<file path="config.mk">
export PLATFORM = sky130hd
export DESIGN_NAME = alu_operand_regs
export DESIGN_NICKNAME = d
export VERILOG_FILES = /design/src/rtl/alu_operand_regs.sv
export SDC_FILE = /design/constraint.sdc
export NUM_CORES = 1
export LEC_CHECK = 0
export CORE_ASPECT_RATIO = 0.9
export CORE_MARGIN = 10
export CORE_UTILIZATION = 42
export CTS_CLUSTER_DIAMETER = 200
export DETAILED_ROUTE_END_ITERATION = 8
export PLACE_DENSITY = 0.87
export SLEW_MARGIN = 20
export SYNTH_ARGS = -nofsm -noshare
export SYNTH_HDL_FRONTEND = slang
export SYNTH_SLANG_ARGS = --single-unit
</file>
<file path="constraint.sdc">
create_clock -name clk -period 1.7 [get_ports clk]
set_input_delay 0.17 -clock clk [delete_from_list [all_inputs] [get_ports clk]]
set_output_delay 0.17 -clock clk [all_outputs]
set_load 0.01 [all_outputs]
</file>
<file path="src/rtl/alu_operand_regs.sv">
// alu_operand_regs: operand registers A/B for the SAP-1 ALU plus the
// three-state ALU cycle (IDLE -> EXEC -> DONE). During EXEC the ALU drives
// the shared bus and the result is captured back into A with Z/N (and
// optionally C) flags.
// Optional feature macro: CARRY_FLAG_EN (carry/borrow flag logic).
module alu_operand_regs #(
    parameter int unsigned WIDTH = 8
) (
    input  logic             clk,
    input  logic             rst_n,
    input  logic [WIDTH-1:0] bus_in,
    input  logic             load_a,
    input  logic             load_b,
    input  logic             op_req,
    input  logic [1:0]       op_code,
    output logic [WIDTH-1:0] reg_a,
    output logic [WIDTH-1:0] reg_b,
    output logic [1:0]       op_select,
    output logic             alu_out,
    output logic             busy,
    output logic             done,
    output logic             flag_z,
    output logic             flag_n,
    output logic             flag_c,
    output logic             bus_err
);

    typedef enum logic [1:0] {
        S_IDLE = 2'd0,
        S_EXEC = 2'd1,
        S_DONE = 2'd2
    } state_t;

    state_t           state_q, state_d;
    logic [WIDTH-1:0] reg_a_q, reg_a_d;
    logic [WIDTH-1:0] reg_b_q, reg_b_d;
    logic [1:0]       op_select_q, op_select_d;
    logic             alu_out_q, alu_out_d;
    logic             busy_q, busy_d;
    logic             done_q, done_d;
    logic             flag_z_q, flag_z_d;
    logic             flag_n_q, flag_n_d;
    logic             flag_c_q, flag_c_d;
    logic             bus_err_q, bus_err_d;
    logic             any_req_c;
    logic             carry_c;

    assign any_req_c = load_a | load_b | op_req;

`ifdef CARRY_FLAG_EN
    logic [WIDTH-1:0] sum_c;
    assign sum_c = reg_a_q + reg_b_q;

    // Carry-out of the add (wrapped sum below an operand) or borrow of the sub.
    always_comb begin
        carry_c = 1'b0;
        case (op_select_q)
            2'b00:   carry_c = (sum_c < reg_a_q);
            2'b01:   carry_c = (reg_a_q < reg_b_q);
            default: carry_c = 1'b0;
        endcase
    end
`else
    assign carry_c = 1'b0;
`endif

    // Next-state, register and flag update logic.
    always_comb begin
        state_d     = state_q;
        reg_a_d     = reg_a_q;
        reg_b_d     = reg_b_q;
        op_select_d = op_select_q;
        alu_out_d   = 1'b0;
        busy_d      = 1'b0;
        done_d      = 1'b0;
        flag_z_d    = flag_z_q;
        flag_n_d    = flag_n_q;
        flag_c_d    = flag_c_q;
        bus_err_d   = bus_err_q;

        case (state_q)
            S_IDLE: begin
                if (op_req) begin
                    // Operation wins; any simultaneous load is dropped and flagged.
                    op_select_d = op_code;
                    state_d     = S_EXEC;
                    alu_out_d   = 1'b1;
                    busy_d      = 1'b1;
                    if (load_a || load_b) begin
                        bus_err_d = 1'b1;
                    end
                end else begin
                    if (load_a) begin
                        reg_a_d = bus_in;
                    end
                    if (load_b) begin
                        reg_b_d = bus_in;
                    end
                end
            end
            S_EXEC: begin
                reg_a_d  = bus_in;
                flag_z_d = (bus_in == '0);
                flag_n_d = bus_in[WIDTH-1];
                flag_c_d = carry_c;
                state_d  = S_DONE;
                busy_d   = 1'b1;
                done_d   = 1'b1;
                if (any_req_c) begin
                    bus_err_d = 1'b1;
                end
            end
            S_DONE: begin
                state_d = S_IDLE;
                if (any_req_c) begin
                    bus_err_d = 1'b1;
                end
            end
            default: begin
                state_d = S_IDLE;
            end
        endcase
    end

    // State and output registers with asynchronous reset.
    always_ff @(posedge clk or negedge rst_n) begin
        if (!rst_n) begin
            state_q     <= S_IDLE;
            reg_a_q     <= '0;
            reg_b_q     <= '0;
            op_select_q <= 2'b00;
            alu_out_q   <= 1'b0;
            busy_q      <= 1'b0;
            done_q      <= 1'b0;
            flag_z_q    <= 1'b0;
            flag_n_q    <= 1'b0;
            flag_c_q    <= 1'b0;
            bus_err_q   <= 1'b0;
        end else begin
            state_q     <= state_d;
            reg_a_q     <= reg_a_d;
            reg_b_q     <= reg_b_d;
            op_select_q <= op_select_d;
            alu_out_q   <= alu_out_d;
            busy_q      <= busy_d;
            done_q      <= done_d;
            flag_z_q    <= flag_z_d;
            flag_n_q    <= flag_n_d;
            flag_c_q    <= flag_c_d;
            bus_err_q   <= bus_err_d;
        end
    end

    assign reg_a     = reg_a_q;
    assign reg_b     = reg_b_q;
    assign op_select = op_select_q;
    assign alu_out   = alu_out_q;
    assign busy      = busy_q;
    assign done      = done_q;
    assign flag_z    = flag_z_q;
    assign flag_n    = flag_n_q;
    assign flag_c    = flag_c_q;
    assign bus_err   = bus_err_q;

endmodule
</file>
==> flow_summary.yaml, run 1 <==
status:
  status: "complete, no violations"
critical_path:
  cp_max_fo: 8
  required_ps: 1930
  r2r-end: "reg_a[5]$_DFFE_PN0P_"
  start_kind: "flop"
  r2r_slack_ps: 60
  arrival_ps: 1860
  critPathKind: "flop to flop"
  reg2reg_from: "state_q[1]$_DFFE_PN0P_"
  crit_slowest_cell: "dfrtp_1"
  r2r.worst_path.cells: 6
  cp-end-kind: "flop"
  max_stage_delay_ps: 390
  path_cells: "inv_1, ha_2, and2b_2, a21oi_4, buf_12, mux2_2"
floorplan:
  core_um2: 2420
  fp.dieH_um: 67.5
  die_area_um2: 4920
  initial_utilization_pct: 43.5
  row_count: 17
  io_pins: 40
  die_w_um: 72.8
placement:
  place.detailed.hpwl_mm: 2.05
  port_buffers: 38
  place.gp.congestion: 0.711
detailed_routing:
  wirelength_mm: 2.52
  drt_iter0_markers: 26
  viasPerCell: 4.95
  vias: 732
  final_antenna_net_count: 0
  drc: 0
  first_pass_iters: 2
  wl_per_cell_um: 17.0
finish:
  final_util_pct: 64.8
  drive_gt1_share_pct: 28.3
  fillers: 188
  fin_nets: 139
  area_growth_pct: 49.0
  num_antenna_cells: 0
logic_synthesis:
  yosysTopAreaCell: "dfrtp_1"
  synth_top_cell_area_share_pct: 61.7
  synth.distinct_cells: 19
  syn_inst: 74
  syn-num-nets: 92
  synth_area_leaders: "dfrtp_1 (62%), mux2_2 (20%), ha_1 (3.6%)"
  yosysWarnings: 0
  netlist_area_um2: 1050
  avgSynthCellArea_um2: 14.3
  ys_ff_latch: 26
  ys_seq_area_share_pct: 61.7
clock_tree:
  htreeDepth: 1
  cts_buffer_depth: 2
  postCtsHoldBufs: 0
  cts-root-buf: "clkbuf_4"
  clk_latency_ps: 330
  clk_pin_slew_ps: 140
  cts_tree: "done"
  cts.sinks: 26
  numCtsBuffers: 3
sta:
  min_period_ps: 1640
  tns_ps: 0
  slew_violations: 0
  skew_ps: 5.20
  finalSetupViolCount: 0
  hold_viol: 0
  max_freq_mhz: 611
  finalCritPeriodShare_pct: 96.2
  grt_setup_unrepaired: "no"
power_and_ir_drop:
  peakVddDrop_mv: 1.07
  leakage_nw: 0.682
  power.density_nw_per_um2: 1870
  finalPower_mw: 2.94
grt:
  grt_overflow: 0
  grt_pass1_wl_mm: 3.97
  antenna_found_initial: 0
  grt_pass1_vias: 820
  grt_max_degree: 27
  track_usage_pct: 10.4
hold_path:
  hold_path.class: "input pin to asynchronous set/reset pin"
run:
  cap_violations: 0
## layout make-up
cell class                 count  area [µm²]  area share, %
sequential                    26         651           41.4
timing repair buffer          43         430           27.4
multi-input combinational     43         388           24.7
tap                           28        35.0           2.23
clock inverter                 1        30.0           1.91
clock buffer                   3        22.5           1.43
inverter                       4        15.0          0.955
## state kept, by name, summed over array words and instances (netlist names)
register and cells:
alu_out 1, bus_err 1, busy 1, done 1
flag_n 1, flag_z 1, op_select 2, reg_a 8
reg_b 8, state_q 2
## synthesized netlist by cell type (all sizes together)
library cell,count
and2b,2
mux2,19
nor3b,1
conb,1
nor4,2
a21oi,2
nand3,1
buf,1
nand2b,1
inv,4
or2b,1
a211o,1
nand2,4
dfrtp,26
nor2,2
o21ai,3
ha,3
## cell usage in the layout, fill, tap and decap left out, drive strengths merged
cell type and count:
a21oi 2, bufinv 1, inv 4, or2b 1
nor2 2, and2b 2, clkdlybuf4s50 38, nand2 4
clkbuf 3, ha 3, a211o 1, nand2b 1
buf 5, mux2 19, nand3 1, nor4 2
nor3b 1, conb 1, o21ai 3, dfrtp 26
## routing by layer
metal	up-vias	share of wire [%]	track usage, %
met2	33	46	17.5
met5	-	0	0
li1	345	-	-
met3	4	7.1	3.95
met4	0	1.4	4.27
met1	350	45	11.6
## worst max path at each step
stage                                 startpoint  slack, ps  depth (start not counted)              endpoint
after floorplan           state_q[0]$_DFFE_PN0P_        100                          5  reg_a[0]$_DFFE_PN0P_
after global placement                    op_req         30                          4  reg_a[4]$_DFFE_PN0P_
after detailed placement                  op_req        -30                          4  reg_a[4]$_DFFE_PN0P_
after CTS                 state_q[0]$_DFFE_PN0P_          4                          5  reg_a[4]$_DFFE_PN0P_
after global routing      state_q[1]$_DFFE_PN0P_          3                          6  reg_a[5]$_DFFE_PN0P_
final                     state_q[1]$_DFFE_PN0P_         60                          6  reg_a[5]$_DFFE_PN0P_
## metrics by stage
stage | hold WS (ps) | cell area [µm²] | instances | setup WS (ps)
2_1_floorplan | -126 | 1050 | 74 | 103
3_3_place_gp | 449 | 1490 | 143 | 31.0
3_5_place_dp | 463 | 1490 | 143 | -25.5
4_1_cts | 197 | 1550 | 147 | 3.60
5_1_grt | 199 | 1570 | 148 | 3.28
6_report | 188 | 1570 | 148 | 64.1
## report_power, final
group,total (mW),internal (mW),switching (mW)
clock,0.423,0.239,0.184
sequential,1.04,0.902,0.137
combinational,1.47,0.905,0.568
## cells by family (layout without fill, tap and decap cells)
family          after synthesis  count (layout)  share of synthesized area (%)
flops                        26              26                           61.7
mux                          19              19                           20.3
simple gates                 14              14                           7.71
compound gates                6               6                           4.27
buf+inv                       5              51                           2.14
fa+ha+maj                     3               3                           3.56
other cells                   1               1                          0.356
## critical path: cells and delay by family (launching register included)
family	cells	cell delay (ps)
fa+ha+maj	1	210
buf+inv	2	260
mux	1	330
simple gates	1	230
compound gates	1	130
flops	1	390
## what timing repair did
action,CTS,global route
setup endpoints to repair,8,8
pin swaps,1,0
setup buffers,0,1
gates resized for setup,1,2
Power figures use the tool's default switching activity.
==> run 2, diff against run 1 <==
--- a/config.mk
+++ b/config.mk
@@ -5,11 +5,13 @@
 export SDC_FILE = /design/constraint.sdc
 export NUM_CORES = 1
 export LEC_CHECK = 0
+export ABC_CLOCK_PERIOD_IN_PS = 1700
 export CORE_ASPECT_RATIO = 0.9
 export CORE_MARGIN = 10
 export CORE_UTILIZATION = 42
 export CTS_CLUSTER_DIAMETER = 200
 export DETAILED_ROUTE_END_ITERATION = 8
+export GPL_ROUTABILITY_DRIVEN = 0
 export PLACE_DENSITY = 0.87
 export SLEW_MARGIN = 20
 export SYNTH_ARGS = -nofsm -noshare
==> results of run 2 <==
Final layout, timing and power as in run 1 (identical DEF).
==> run 3, diff against run 2 <==
--- a/config.mk
+++ b/config.mk
@@ -12,6 +12,7 @@
 export CTS_CLUSTER_DIAMETER = 200
 export DETAILED_ROUTE_END_ITERATION = 8
 export GPL_ROUTABILITY_DRIVEN = 0
+export HOLD_SLACK_MARGIN = 0.05
 export PLACE_DENSITY = 0.87
 export SLEW_MARGIN = 20
 export SYNTH_ARGS = -nofsm -noshare
==> results of run 3 <==
Final layout, timing and power as in run 1 (identical DEF).
